**config.mk**
```make
export PLATFORM = sky130hd
export DESIGN_NAME = alu_muldiv_seq
export DESIGN_NICKNAME = d
export VERILOG_FILES = /design/src/rtl/alu_muldiv_seq.sv
export SDC_FILE = /design/constraint.sdc
export NUM_CORES = 1
export LEC_CHECK = 0
export CORE_MARGIN = 2
export CORE_UTILIZATION = 50
export CTS_CLUSTER_SIZE = 16
export DETAILED_ROUTE_END_ITERATION = 8
export PLACE_DENSITY = 0.82
export REMOVE_ABC_BUFFERS = 1
export SYNTH_ARGS = -nofsm -noshare
export SYNTH_HDL_FRONTEND = slang
export SYNTH_SLANG_ARGS = --single-unit
```
**constraint.sdc**
```tcl
create_clock -name clk -period 4.9 [get_ports clk]
set_clock_uncertainty 0.2 [all_clocks]
set_input_delay 0.98 -clock clk [delete_from_list [all_inputs] [get_ports clk]]
set_output_delay 0.98 -clock clk [all_outputs]
set_load 0.02 [all_outputs]
```
**src/rtl/alu_muldiv_seq.sv**
```systemverilog
// alu_muldiv_seq -- sequential multiply/divide unit with architectural HI/LO.
//
// One shared datapath performs an iterative shift-add multiply or a restoring
// divide, one bit per cycle. Flow: IDLE -> PREP -> CALC (DATA_W cycles) -> FIX.
// Result is committed to HI/LO at the FIX->IDLE edge, with done pulsed for
// the following cycle. MTLO/MTHI write directly at the accept edge.
//
// Ports:
//   clk, rst_n          clock (rising edge), async active-low reset
//   req_valid/req_ready request handshake, transfer when both high at an edge
//   req_op[2:0]         0 MULU, 1 MULS, 2 DIVU, 3 DIVS, 4 MTLO, 5 MTHI, 6-7 ignored
//   data1, data2        multiplicand/dividend/MT source, multiplier/divisor
//   flush               abort the in-flight operation (no commit, no done)
//   busy                high whenever not IDLE
//   done                one-cycle pulse after a MUL/DIV commit
//   reg_lo, reg_hi      architectural LO/HI
module alu_muldiv_seq #(
    parameter int DATA_W = 32
) (
    input  logic              clk,
    input  logic              rst_n,
    input  logic              req_valid,
    output logic              req_ready,
    input  logic [2:0]        req_op,
    input  logic [DATA_W-1:0] data1,
    input  logic [DATA_W-1:0] data2,
    input  logic              flush,
    output logic              busy,
    output logic              done,
    output logic [DATA_W-1:0] reg_lo,
    output logic [DATA_W-1:0] reg_hi
);
    localparam int CNT_W = $clog2(DATA_W + 1);
    localparam logic [CNT_W-1:0] CNT_INIT = CNT_W'(DATA_W);
    localparam logic [CNT_W-1:0] CNT_LAST = CNT_W'(1);

    localparam logic [1:0] S_IDLE = 2'd0;
    localparam logic [1:0] S_PREP = 2'd1;
    localparam logic [1:0] S_CALC = 2'd2;
    localparam logic [1:0] S_FIX  = 2'd3;

    logic [1:0]        state;
    logic              op_div;     // 1 = divide, 0 = multiply
    logic              sign1, sign2;
    logic [DATA_W-1:0] d1_q, d2_q; // raw operands, kept for div-by-zero HI
    logic [DATA_W-1:0] opb;        // multiplicand (MUL) or divisor (DIV)
    logic [DATA_W-1:0] acc;        // product high half / partial remainder
    logic [DATA_W-1:0] qreg;       // multiplier shifting out / quotient shifting in
    logic [CNT_W-1:0]  cnt;

    assign busy      = (state != S_IDLE);
    assign req_ready = (state == S_IDLE) & ~flush;

    // Magnitudes; sign flags are only ever set for signed ops.
    logic [DATA_W-1:0] mag1, mag2;
    assign mag1 = sign1 ? (~d1_q + 1'b1) : d1_q;
    assign mag2 = sign2 ? (~d2_q + 1'b1) : d2_q;

    // Multiply step: conditional add, then shift {sum, qreg} right by one.
    logic [DATA_W:0] mul_sum;
    assign mul_sum = {1'b0, acc} + (qreg[0] ? {1'b0, opb} : {(DATA_W+1){1'b0}});

    // Restoring divide step: shift in next dividend bit, trial subtract.
    // Bit DATA_W of the trial is the borrow (remainder stays below 2*divisor).
    logic [DATA_W:0] div_shift, div_trial;
    assign div_shift = {acc, qreg[DATA_W-1]};
    assign div_trial = div_shift - {1'b0, opb};

    // Final sign fix-up.
    logic [2*DATA_W-1:0] prod, prod_s;
    logic [DATA_W-1:0]   quo_s, rem_s;
    logic                div_zero;
    assign prod     = {acc, qreg};
    assign prod_s   = (sign1 ^ sign2) ? (~prod + 1'b1) : prod;
    assign quo_s    = (sign1 ^ sign2) ? (~qreg + 1'b1) : qreg;
    assign rem_s    = sign1 ? (~acc + 1'b1) : acc;
    assign div_zero = (d2_q == '0);

    always_ff @(posedge clk or negedge rst_n) begin
        if (!rst_n) begin
            state  <= S_IDLE;
            op_div <= 1'b0;
            sign1  <= 1'b0;
            sign2  <= 1'b0;
            d1_q   <= '0;
            d2_q   <= '0;
            opb    <= '0;
            acc    <= '0;
            qreg   <= '0;
            cnt    <= '0;
            done   <= 1'b0;
            reg_lo <= '0;
            reg_hi <= '0;
        end else begin
            done <= 1'b0;
            case (state)
                S_IDLE: begin
                    if (req_valid && req_ready) begin
                        case (req_op)
                            3'd0, 3'd1, 3'd2, 3'd3: begin
                                d1_q   <= data1;
                                d2_q   <= data2;
                                op_div <= req_op[1];
                                sign1  <= req_op[0] & data1[DATA_W-1];
                                sign2  <= req_op[0] & data2[DATA_W-1];
                                state  <= S_PREP;
                            end
                            3'd4:    reg_lo <= data1;
                            3'd5:    reg_hi <= data1;
                            default: ;
                        endcase
                    end
                end
                S_PREP: begin
                    if (flush) begin
                        state <= S_IDLE;
                    end else begin
                        // Divide shifts the dividend; multiply shifts the multiplier.
                        qreg  <= op_div ? mag1 : mag2;
                        opb   <= op_div ? mag2 : mag1;
                        acc   <= '0;
                        cnt   <= CNT_INIT;
                        state <= S_CALC;
                    end
                end
                S_CALC: begin
                    if (flush) begin
                        state <= S_IDLE;
                    end else begin
                        if (op_div) begin
                            if (!div_trial[DATA_W]) begin
                                acc  <= div_trial[DATA_W-1:0];
                                qreg <= {qreg[DATA_W-2:0], 1'b1};
                            end else begin
                                acc  <= div_shift[DATA_W-1:0];
                                qreg <= {qreg[DATA_W-2:0], 1'b0};
                            end
                        end else begin
                            {acc, qreg} <= {mul_sum, qreg[DATA_W-1:1]};
                        end
                        cnt <= cnt - 1'b1;
                        if (cnt == CNT_LAST) state <= S_FIX;
                    end
                end
                S_FIX: begin
                    state <= S_IDLE;
                    // flush wins over the commit
                    if (!flush) begin
                        done <= 1'b1;
                        if (!op_div) begin
                            {reg_hi, reg_lo} <= prod_s;
                        end else if (div_zero) begin
                            reg_lo <= '1;
                            reg_hi <= d1_q;
                        end else begin
                            reg_lo <= quo_s;
                            reg_hi <= rem_s;
                        end
                    end
                end
                default: state <= S_IDLE;
            endcase
        end
    end
endmodule

```
Yosys cells after proc, flatten, opt, wreduce, memory -nomap -nowiden. Index checks and enable logic that the tools add are counted. W data, S select, Z words.

Register bits after elaboration: 236. Input port bits: 71. Output and inout port bits: 67. Logic and storage cells: 103.

Muxes and demuxes: 41. Equality and inequality tests: 17. Add/sub/neg operators: 8. Reduce and logical (&&, ||, !) cells: 14. Bitwise gates (word level): 10.

Operators by type and width (number): $mux W32 (24); $pmux W32 S2 (4); $add A32 B1 Y32 const B (4); $not A32 Y32 (4); $add A64 B1 Y64 const B (1); $mux W64 (1); $not A64 Y64 (1); $add A32 B32 Y33 (1); $sub A33 B32 Y33 (1); $logic_not A32 Y1 (1); $mux W6 (2); $pmux W6 S2 (1); $mux W2 (5); $reduce_and A3 Y1 (3); $ne A2 B1 Y1 const B (4); $pmux W2 S4 (1); $reduce_and A4 Y1 (2); $eq A3 B2 Y1 const B (2); $eq A3 B3 Y1 const B (2); $eq A6 B1 Y1 const B (1); $ne A2 B2 Y1 const B (3); $reduce_bool A2 Y1 (3); $sub A6 B1 Y6 const B (1); $eq A2 B2 Y1 const B (2); other kinds (12) (16).

Longest topological paths before layout. Gate-level depths: netlist (run 1).

Depth in word-level cells: 7. Depth in mapped cells: 14. Gate-level depth less buffers: 13.

Worst setup path before layout (run 1). Ideal clock, no wire load.

Path type: reg-to-reg. Start point: reg qreg[31]. End point: reg acc[15]. Required time: 4574 ps. Path buffers: 1. Arrival: 3323 ps. Path slack: 1251 ps. Library setup time: 126 ps. Stages on the path, launching flop included: 14. Cells stage by stage: dfrtp_1 > inv_1 > ha_1 > fa_1 > nand2b_1 > a21o_1 > a21oi_1 > a211oi_1 > a21o_1 > a2111o_1 > o211ai_1 > buf_2 > mux2_2 > a221o_1.

Longest elaborated chain between the ends: 5.

Ends and longest elaborated chain: from (decl) (line 48) `logic [DATA_W-1:0] qreg;`; from (signal assigned) (line 119) `qreg <= op_div ? mag1 : mag2;`; from (signal assigned) (line 133) `qreg <= {qreg[DATA_W-2:0], 1'b1};`; from (signal assigned) (line 136) `qreg <= {qreg[DATA_W-2:0], 1'b0};`; $sub A33 B32 Y33 (line 67) `assign div_trial = div_shift - {1'b0, opb};`; $mux W32 (line 131) `if (!div_trial[DATA_W]) begin`; $mux W32 (line 130) `if (op_div) begin`; $mux W32 (line 127) `if (flush) begin`; $pmux W32 S2 (line 96) `case (state)`; to (signal assigned) (line 132) `acc <= div_trial[DATA_W-1:0];`; to (signal assigned) (line 135) `acc <= div_shift[DATA_W-1:0];`; to (signal assigned) (line 139) `{acc, qreg} <= {mul_sum, qreg[DATA_W-1:1]};`; to (decl) (line 47) `logic [DATA_W-1:0] acc;`.

No other way between the ends. The select of a mux whose other input is x is not followed. A chain may end at the register's enable or synchronous reset.

Final worst setup path (run 1).
Start point: reg qreg[31]. End point: reg acc[1].

The elaborated chain is that of the path after synthesis.

==> results of run 1 <==
[cell usage in the layout, fill, tap and decap left out, drive strengths merged, types with 22 or more instances in the layout]
master and n:
a211oi 41, a21o 32, a21oi 168, buf 35
clkbuf 38, clkdlybuf4s50 136, dfrtp 236, ha 70
inv 65, mux2 67, mux2i 44, nand2 226
nand2b 22, nand3 24, nor2 214, nor3 49
o211ai 27, o21ai 229, o22ai 43, o31ai 29
or3 33, xnor2 110, xor2 74
[final timing paths]
| kind | to | start | cells after the start |
|---|---|---|---|
| max | acc[1] | qreg[31] | 14 |
| min | opb[8] | rst_n | 1 |
| max reg2reg | acc[1] | qreg[31] | 14 |
| min reg2reg | cnt[4] | cnt[4] | 1 |
| max in group asynchronous | qreg[24] | rst_n | 2 |
| min in group clk | cnt[4] | cnt[4] | 1 |
[critical path: cells and delay by family, from the launching register on]
family,cells,cell delay [ps]
compound gates,7,1580
buf+inv,3,910
fa+ha+maj,2,670
flops,1,450
simple gates,1,180
mux,1,150
[report_power, final]
group | switching (mW) | leakage, nW | internal [mW]
combinational | 4.57 | 5.40 | 3.13
clock | 0.861 | 0.450 | 1.27
sequential | 1.09 | 2.90 | 2.62
total | 6.52 | 8.75 | 7.01
[sequential cells by signal, summed over array words and instances, names as in the netlist, 2 cells and up]
register  cells
acc          32
d1_q         32
d2_q         32
opb          32
qreg         32
reg_hi       32
reg_lo       32
cnt           6
state         2
[layout make-up]
type                            count  share of cell area
Inverter                           66              0.0119
Multi-Input combinational cell   1745               0.552
Antenna cell                        1            0.000121
Tap cell                          461              0.0278
Sequential cell                   236               0.285
Clock buffer                       38              0.0379
Clock inverter                      9             0.00609
Timing Repair Buffer              171              0.0798
[routing by layer]
metal	routed length, um	part of all wire	GRT usage
met1	25400	0.41	0.429
met2	27600	0.44	0.504
met3	5330	0.086	0.0508
met4	3810	0.061	0.174
met5	0	0	0
[kinds of logic after synthesis]
family                     synth area share
and+or+nand+nor                       0.176
xor gates and xnor gates             0.0888
DFF                                   0.325
muxes                                0.0708
AOI/OAI and AO/OA                     0.242
adders and majority gates            0.0505
buffers and inverters                0.0459
==> results.toml, run 1 <==
[clock_tree]
clockRootBuffer = "clkbuf_16"
insertion_delay_ps = 570
cts_buffer_depth = 3
h-tree-depth = 1
cts_tree = "built"
hold_buffers = 0
clk_pin_slew_worst_paths_ps = 70
cts_buffers = 27
cts_setup_buffers = 0
clkSinkCount = 236
cts_resized = 0

[finish]
layout-drive-gt1-share = 0.0883
final_cells = 2727
multi_input_area_um2 = 11500
post-route-util = 0.582
nets = 2390
regArea_um2 = 5910
area_delta_synth_final_pct = 14.4
num-fill-cells = 3088
finish.instance_area_um2 = 20800

[floorplanning]
die_w_um = 195
ios = 138
row_count = 69
die_h_um = 195
core_area_um2 = 35700
die_area_um2 = 37800
initial_core_util = 0.509

[timing]
worst_slack_ps = 650
hold_ws_ps = 187
rsz0062_at_grt = "false"
slew_headroom = 0.310
tns_ps = 0
slew_violations = 0
post-route-min-period_ps = 4250
worst_pin_slew_ps = 1030
max_freq_mhz = 235
setup_violations = 0
post-route-period-util = 0.867
hold_violations = 0

[run]
cap_violations = 0

[logic_synthesis]
synth_top_area_cell = "dfrtp_1"
synth-seq-cells = 236
yosysMostFrequentCell = "dfrtp_1"
yosysTopAreaCellShare = 0.325
syn-cell-area_um2 = 18100
seq_area_frac_synth = 0.325
synthTopCellsByArea = "dfrtp_1 (33%), xnor2_1 (5.3%), ha_1 (4.8%)"
syn_inst = 2192
synth_edf_count = 0
ys_top_cells_by_count = "dfrtp_1 (236), nand2_1 (225), nor2_1 (212)"
ys_warn_count = 0
synth_cell_types = 90
synthArstFlopShare = 1.00
synth_ff_type = "dfrtp_1"
syn_area_per_cell_um2 = 8.28

[setup_path]
end_kind = "register"
cp-start-kind = "register"
worstPathCellList = "inv_1, ha_1, fa_1, nand2b_1, a21o_1, a21oi_1, a211oi_1, buf_4, a21o_1, a2111o_1, o211ai_1, buf_4, mux2i_1, a221o_1"
path_class = "reg2reg"
slowest_stage = "buf_4"
crit_arrival_ps = 4500
reg2reg_slack_ps = 650
critPathMaxStageDelay_ps = 540
required_ps = 5150
critPathMaxFanout = 35

[global_routing]
globalRouteOverflowTotal = 0
grt_max_degree = 88
grt_pass1_wl_um = 96900
grt_pass1_vias = 17200
antenna_found_initial = 0
grt_use_total = 0.322

[place]
gp_congestion = 0.992
preCtsSetupSlack_ps = 689
numPortBuffers = 137
dp_cells = 2679
place_area_um2 = 19800
dpl.hpwl_um = 45100

[min_path]
hp-class = "in2async"

[routing]
vias = 17800
ant_nets = 0
drtIter0Drc = 2001
drc = 0
vias_per_cell = 6.53
drt-wirelength-per-cell_um = 22.8
firstDrtPassIters = 6
wl_um = 62100

[outcome]
status = "completed"

[power]
total_leakage_power_nw = 8.75
irDropWorstVdd_v = 0.000399
power.density_nw_per_um2 = 652
total_power_mw = 13.5
No activity file was read; power rests on OpenSTA's default activity.
==> run 2, diff against run 1 <==
--- a/config.mk
+++ b/config.mk
@@ -14,3 +14,4 @@
 export SYNTH_ARGS = -nofsm -noshare
 export SYNTH_HDL_FRONTEND = slang
 export SYNTH_SLANG_ARGS = --single-unit
+export TNS_END_PERCENT = 50
==> results of run 2 <==
Same layout as run 1: the final DEF is identical, and so are final timing and power.
